File: src/rtl/token_precision_assign_if.sv
// Attention-element stream: one unsigned element per a_valid && a_ready beat.
// Latency: none, wires only.
// Backpressure: the master holds a_data while a_valid is high and a_ready is low.
interface token_precision_assign_if #(
    parameter int DATA_WIDTH = 16
);
    logic                  a_valid;
    logic [DATA_WIDTH-1:0] a_data;
    logic                  a_ready;

    modport master (output a_valid, output a_data, input a_ready);
    modport slave  (input a_valid, input a_data, output a_ready);
endinterface

File: src/rtl/token_precision_assign.sv
// Tracks per-key-token attention maxima over a frame and maps each to INT4/INT8/full16 codes.
// Latency: start at T, K=L*N*L beats, L classify cycles, done pulse at T+K+L+1 (a_valid held high).
// Backpressure: a_ready is high only while loading; idle a_valid cycles stall the frame without loss.
module token_precision_assign #(
    parameter int                    DATA_WIDTH = 16,
    parameter int                    L          = 8,
    parameter int                    N          = 1,
    parameter logic [DATA_WIDTH-1:0] THR_INT4   = 16'h1000,
    parameter logic [DATA_WIDTH-1:0] THR_INT8   = 16'h4000
) (
    input  logic                   clk,
    input  logic                   rst,
    input  logic                   start,
    input  logic                   force_full,
    token_precision_assign_if.slave a_if,
    output logic                   busy,
    output logic [3:0]             token_precision [L-1:0],
    output logic [$clog2(L+1)-1:0] int4_count,
    output logic                   prec_valid,
    output logic                   done
);

    localparam int K      = L * N * L;
    localparam int IDX_W  = $clog2(L);
    localparam int BEAT_W = $clog2(K);

    if (THR_INT4 > THR_INT8) begin : g_thr_err
        $error("token_precision_assign: THR_INT4 must not exceed THR_INT8");
    end
    if (L < 2) begin : g_len_err
        $error("token_precision_assign: L must be at least 2");
    end

    typedef enum logic [1:0] {
        S_IDLE,
        S_LOAD,
        S_CLASSIFY,
        S_DONE
    } state_t;

    state_t                state, state_nxt;
    logic                  force_full_q;
    logic [BEAT_W-1:0]     beat_cnt;
    logic [IDX_W-1:0]      col;
    logic [IDX_W-1:0]      idx;
    logic [DATA_WIDTH-1:0] colmax [L-1:0];
    logic                  xfer;
    logic                  last_beat;
    logic                  last_idx;
    logic [3:0]            code_nxt;

    assign xfer      = a_if.a_valid && a_if.a_ready;
    assign last_beat = (beat_cnt == BEAT_W'(K - 1));
    assign last_idx  = (idx == IDX_W'(L - 1));

    always_comb begin
        state_nxt   = state;
        a_if.a_ready = 1'b0;
        busy        = (state != S_IDLE);
        done        = 1'b0;
        unique case (state)
            S_IDLE:     if (start) state_nxt = S_LOAD;
            S_LOAD: begin
                a_if.a_ready = 1'b1;
                if (xfer && last_beat) state_nxt = S_CLASSIFY;
            end
            S_CLASSIFY: if (last_idx) state_nxt = S_DONE;
            S_DONE: begin
                done      = 1'b1;
                state_nxt = S_IDLE;
            end
            default:    state_nxt = S_IDLE;
        endcase
    end

    // Strict '<' so a maximum sitting exactly on a threshold gets the wider format.
    always_comb begin
        code_nxt = 4'd2;
        if (!force_full_q) begin
            if (colmax[idx] < THR_INT4)      code_nxt = 4'd0;
            else if (colmax[idx] < THR_INT8) code_nxt = 4'd1;
        end
    end

    always_ff @(posedge clk) begin
        if (rst) begin
            state        <= S_IDLE;
            force_full_q <= 1'b0;
            beat_cnt     <= '0;
            col          <= '0;
            idx          <= '0;
            int4_count   <= '0;
            prec_valid   <= 1'b0;
            for (int i = 0; i < L; i++) begin
                colmax[i]          <= '0;
                token_precision[i] <= 4'd2;
            end
        end else begin
            state <= state_nxt;
            unique case (state)
                S_IDLE: if (start) begin
                    force_full_q <= force_full;
                    beat_cnt     <= '0;
                    col          <= '0;
                    idx          <= '0;
                    int4_count   <= '0;
                    prec_valid   <= 1'b0;
                    for (int i = 0; i < L; i++) colmax[i] <= '0;
                end
                S_LOAD: if (xfer) begin
                    beat_cnt <= beat_cnt + 1'b1;
                    col      <= (col == IDX_W'(L - 1)) ? '0 : col + 1'b1;
                    if (a_if.a_data > colmax[col]) colmax[col] <= a_if.a_data;
                end
                S_CLASSIFY: begin
                    token_precision[idx] <= code_nxt;
                    if (code_nxt == 4'd0) int4_count <= int4_count + 1'b1;
                    idx <= last_idx ? '0 : idx + 1'b1;
                    // Raised with the last write so codes and prec_valid appear together with done.
                    if (last_idx) prec_valid <= 1'b1;
                end
                default: ;
            endcase
        end
    end

endmodule

File: src/flat_wrapper.sv
// flat-port wrapper written by rule: the top's interface ports become plain ports
module token_precision_assign_flat 
#(
    parameter int                    DATA_WIDTH = 16,
    parameter int                    L          = 8,
    parameter int                    N          = 1,
    parameter logic [DATA_WIDTH-1:0] THR_INT4   = 16'h1000,
    parameter logic [DATA_WIDTH-1:0] THR_INT8   = 16'h4000
)
  (clk, rst, start, force_full, busy, token_precision, int4_count, prec_valid, done, a_if_a_valid, a_if_a_data, a_if_a_ready);
  token_precision_assign_if #(.DATA_WIDTH(DATA_WIDTH)) a_if_i ();
  input  logic clk;
  input  logic rst;
  input  logic start;
  input  logic force_full;
  output logic busy;
  output logic [3:0] token_precision[L-1:0];
  output logic [$clog2(L+1)-1:0] int4_count;
  output logic prec_valid;
  output logic done;
  input wire logic [$bits(a_if_i.a_valid)-1:0] a_if_a_valid;
  input wire logic [$bits(a_if_i.a_data)-1:0] a_if_a_data;
  output wire logic [$bits(a_if_i.a_ready)-1:0] a_if_a_ready;
  assign a_if_i.a_valid = a_if_a_valid;
  assign a_if_i.a_data = a_if_a_data;
  assign a_if_a_ready = a_if_i.a_ready;
  token_precision_assign #(.DATA_WIDTH(DATA_WIDTH), .L(L), .N(N), .THR_INT4(THR_INT4), .THR_INT8(THR_INT8)) u_core (.clk(clk), .rst(rst), .start(start), .force_full(force_full), .a_if(a_if_i), .busy(busy), .token_precision(token_precision), .int4_count(int4_count), .prec_valid(prec_valid), .done(done));
endmodule
File: config.mk
export PLATFORM = sky130hd
export DESIGN_NAME = token_precision_assign_flat
export DESIGN_NICKNAME = d
export VERILOG_FILES = /design/src/rtl/token_precision_assign_if.sv /design/src/rtl/token_precision_assign.sv /design/src/flat_wrapper.sv
export SDC_FILE = /design/constraint.sdc
export NUM_CORES = 1
export LEC_CHECK = 0
export BUFFER_PORTS_ARGS = -buffer_cell sky130_fd_sc_hd__buf_2
export CORE_MARGIN = 2
export CORE_UTILIZATION = 30
export CTS_CLUSTER_SIZE = 14
export DETAILED_ROUTE_END_ITERATION = 7
export HOLD_SLACK_MARGIN = 0.1
export PLACE_DENSITY_LB_ADDON = 0.2
export SYNTH_ARGS = -nofsm -noshare
export SYNTH_HDL_FRONTEND = slang
export SYNTH_SLANG_ARGS = --single-unit
export TNS_END_PERCENT = 50
File: constraint.sdc
create_clock -name clk -period 10.5 [get_ports clk]
set_input_delay 2.1 -clock clk [delete_from_list [all_inputs] [get_ports clk]]
set_output_delay 2.1 -clock clk [all_outputs]
set_load 0.005 [all_outputs]
After elaboration in Yosys (flattened, before gate mapping)
Memories as Yosys holds them, arrays and structs flattened. A register that Yosys moved wholly into a read port is not among the register bits.
Cells that the tools add are included.
{"block": "totals", "ff_bits": 52, "ramBits": 128, "in_bits": 21, "out_inout_bits": 40, "wordCells": 112, "mem_count": 1}
{"name": "u_core.colmax", "words": 8, "width": 16, "read_ports": 2, "rd_clocked_by_memory_dff": 2, "wr": 8, "line_no": "token_precision_assign.sv:46", "rtl": "logic [DATA_WIDTH-1:0] colmax [L-1:0];"}
{"block": "classes", "addsub": 4, "order_cmp": 5, "n_eq_ne": 11, "n_mux": 53, "bitwise_logic": 8, "reduce_logical": 15}
{"operator": "$mux 16", "n": 9}
{"operator": "$bwmux 32", "n": 1}
{"operator": "$mux 3", "n": 9}
{"operator": "$mux 4", "n": 5}
{"operator": "$gt 16x16->1", "n": 1}
{"operator": "$lt 16x13->1 const B", "n": 1}
{"operator": "$lt 16x15->1 const B", "n": 1}
{"operator": "$mux 1", "n": 16}
{"operator": "$reduce_or 16->1", "n": 1}
{"operator": "$demux 4 s3", "n": 1}
{"operator": "$mux 6", "n": 2}
{"operator": "$pmux 3 s2", "n": 2}
{"operator": "$pmux 6 s2", "n": 1}
{"operator": "$reduce_and 3->1", "n": 4}
{"operator": "$mux 2", "n": 4}
{"operator": "$ne 2x1->1 const B", "n": 4}
{"operator": "$or 1x1->1", "n": 8}
{"operator": "$pmux 2 s4", "n": 1}
{"operator": "$pmux 4 s2", "n": 1}
{"operator": "$add 3x1->3 const B", "n": 2}
{"operator": "$add 6x1->6 const B", "n": 1}
{"operator": "$eq 3x3->1 const B", "n": 2}
{"operator": "$eq 6x6->1 const B", "n": 1}
{"operator": "$reduce_bool 2->1", "n": 3}
{"operator": "11 further kinds", "n": 15}

Depth between registers and ports, before layout
{"block": "logic_depth", "depth_word": 9, "mapped_depth": 14, "ltp_nobuf": 9}

Least setup slack after synthesis
OpenSTA, ideal clock, no wires.
{"block": "synth_timing", "kind": "input-to-reg", "start": "input a_if_a_data[13]", "end": "memory u_core.colmax[0][0], enable pin", "setup_ns": 0.435, "t_arrival_ns": 5.125, "slack_ns": 4.940, "cell_stages": 7, "path_buffers": 2, "cell_sequence": "ha_1 nand4_1 nor4_1 a211oi_1 buf_2 buf_2 o41ai_1"}
{"item": "from (decl)", "line_no": "flat_wrapper.sv:22", "rtl": "input wire logic [$bits(a_if_i.a_data)-1:0] a_if_a_data;"}
{"item": "to (decl)", "line_no": "token_precision_assign.sv:46"}

==> flow_summary.toml <==
[global_routing]
overflow = 0
grt_max_degree = 84
grt_pass1_wl_um = 34800
grt_pass1_vias = 5898
grt_use_total_pct = 15.0
antenna_found_initial = 1

[critical_path]
end_kind = "register"
startpoint_type = "input port"
path_buf_inv = 3
worst_path_largest_cell_delay_ns = 1.12
crit_type = "in -> reg"
path_cells = "buf_2 -> ha_1 -> nand4_1 -> nor4_1 -> a211oi_4 -> buf_4 -> o41ai_2 -> buf_4"
cp.arrival_ns = 5.33
crit_path_frequent_cell = "buf_4"
worstPathMaxFanout = 71
critPathTopFamily = "compound AO/OA/AOI/OAI gates"
critPathSlowestCell = "o41ai_2"
required_ns = 10.63

[detailed_routing]
drt-wirelength-per-cell_um = 20.0
wl_met3_um = 1220
wl_met1_um = 9980
finalWirelength_um = 22100
routed.top_layer = "met5"
drc = 0
dr.first_iter.drc_count = 375
viasPerCell = 5.30
final_antenna_net_count = 0
drtPass1Iterations = 5
vias = 5848
wl_met2_um = 10600

[placement]
placed_cell_area_mm2 = 0.00909
globalplace.congestion = 0.790
io_buffers = 44
dpl.hpwl_um = 14200

[logic_synthesis]
ys_ff_latch = 170
synthCells = 702
synth_edf_count = 128
synth_ff_type = "edfxtp_1"
yosysSeqAreaShare_pct = 54.8
ys_warn_count = 0
ys_async_sr_fraction_pct = 0
syn_area_mm2 = 0.00855
synth_cell_types = 50
synth.avg_cell_area_um2 = 12.2

[timing]
relSlewSlack_pct = 20.4
holdWs_ns = 0.462
clock.fmax_ghz = 0.192
min_period_ns = 5.19
final-setup-viol-count = 0
setup_tns_ns = 0
rsz0062_at_grt = "no"
final_hold_viol_count = 0
fin_worst_skew_ns = 0.0125
finalMaxSlewViolations = 0
worst_pin_slew_ns = 1.18
period_share_pct = 49.5

[clocking]
cts_inserted_buffers = 17
cts_setup_buffers = 0
root_buffer = "clkbuf_16"
clockBufferDepth = 2
postCtsHoldBufs = 0
clk-insertion-delay-late_ns = 0.44
clk_pin_slew_ns = 0.07
cts.sinks = 170
cts_tree = "done"
cts.htree.levels = 4
cts_resized = 0

[die]
num_io_pins = 61
start_util_pct = 30.6
core_area_mm2 = 0.0279
fp.dieW_um = 173
die_area_mm2 = 0.0299
num_rows = 61
die_h_um = 173

[final_layout]
final_area_mm2 = 0.00967
diodes = 0
drive_gt1_share_pct = 19.6
fillers = 2775
final-seq-area_mm2 = 0.00469
fin_nets = 761
layout-area-overhead-vs-synth_pct = 13.1
multi_input_area_mm2 = 0.00357

[run_status]
outcome = "finished, final reports clean"

[pwr]
power.leakage_nw = 3.27
vdd_drop_max_uv = 106
power_density_mw_per_mm2 = 218

[hold_path]
hp-class = "reg -> reg"

[job]
maxCapViolations = 0
-- where the power goes --
part	switching (mW)	total (mW)	internal [mW]
sequential	0.0484	0.896	0.847
combinational	0.393	0.587	0.194
clock	0.296	0.630	0.334
-- sequential cells by signal, indices dropped and copies added, names as in the netlist, named ones only --
| signal | flops |
|---|---|
| u_core.colmax | 128 |
| u_core.state | 2 |
| u_core.prec_valid | 1 |
| u_core.col | 3 |
| u_core.force_full_q | 1 |
| u_core.int4_count | 4 |
| u_core.token_precision | 16 |
| u_core.beat_cnt | 6 |
| u_core.idx | 3 |
-- per-layer routing --
metal,vias up,global-route usage [%]
li1,2758,-
met1,2896,20.1
met2,168,24.9
met3,24,3.43
met4,2,3.35
met5,-,0
-- per-stage QoR --
step	worst slack [ns]	power, mW	cells	util (%)
after global routing	5.07	2.22	1104	34.6
final	5.31	2.11	1104	34.6
after floorplan	4.94	1.32	717	-
after detailed placement	4.83	1.50	1072	32.5
after CTS	5.29	2.13	1104	34.6
after global placement	4.90	1.49	1072	32.5
-- Yosys cell counts (13+ instances only) --
cell type / n / share of area (%)
edfxtp_1: 128 / 45
nor4_1: 117 / 8.6
nor2_1: 44 / 1.9
clkbuf_1: 43 / 1.9
dfxtp_1: 42 / 9.8
nand2_1: 38 / 1.7
mux4_2: 33 / 8.7
mux2i_1: 28 / 3.3
ha_1: 27 / 3.9
nand2b_1: 25 / 1.8
nand3_1: 20 / 1.2
a21oi_1: 18 / 1.1
buf_4: 16 / 1.4
buf_2: 13 / 0.76
-- cell families (layout without fill, tap and decap cells) --
| logic type | after synthesis | in the layout | share of synthesized area [%] |
|---|---|---|---|
| compound gates | 60 | 60 | 4.97 |
| fa+ha+maj | 27 | 27 | 3.95 |
| other cells | 1 | 16 | 0.0438 |
| simple gates | 289 | 289 | 18.8 |
| buf+inv | 88 | 97 | 4.84 |
| flops | 170 | 170 | 54.8 |
| xor+xnor | 3 | 3 | 0.307 |
| mux | 64 | 64 | 12.4 |
-- layout make-up --
class	instances	share of cell area, %
Timing Repair Buffer	59	3.44
Inverter	6	0.233
Clock inverter	13	1.27
Clock buffer	19	4.80
Sequential cell	170	48.4
Multi-Input combinational cell	459	36.9
Tap cell	378	4.89
-- layout by cell type (no fill, tap or decap), types with 7 or more instances in the layout --
cell type  synthesis  final
a211o_1            8      7
a21oi_1           18     18
buf_2             13     44
buf_4             16     15
clkbuf_16          0     18
conb_1             1     16
dfxtp_1           42     41
edfxtp_1         128    128
ha_1              27     27
mux2i_1           28     28
mux4_2            33     33
nand2_1           38     38
nand2b_1          25     23
nand3_1           20     20
nor2_1            44     44
nor2b_1           11     11
nor3_1            10     10
nor4_1           117    117
-- path summary, 6_finish.rpt --
check / startpoint / endpoint / slack [ns] / depth (start not counted)
worst min-delay path: u_core.token_precision[21]$_SDFFE_PP1P_ / u_core.token_precision[21]$_SDFFE_PP1P_ / 0.46 / 1
worst max-delay path: a_if_a_data[9] / u_core.colmax[6][13]$_SDFFCE_PN0P_ / 5.31 / 8
worst max register to register: register / u_core.colmax[6][13]$_SDFFCE_PN0P_ / 5.46 / 10
worst min register to register: u_core.token_precision[21]$_SDFFE_PP1P_ / u_core.token_precision[21]$_SDFFE_PP1P_ / 0.46 / 1
(Power assumes the default switching activity.)
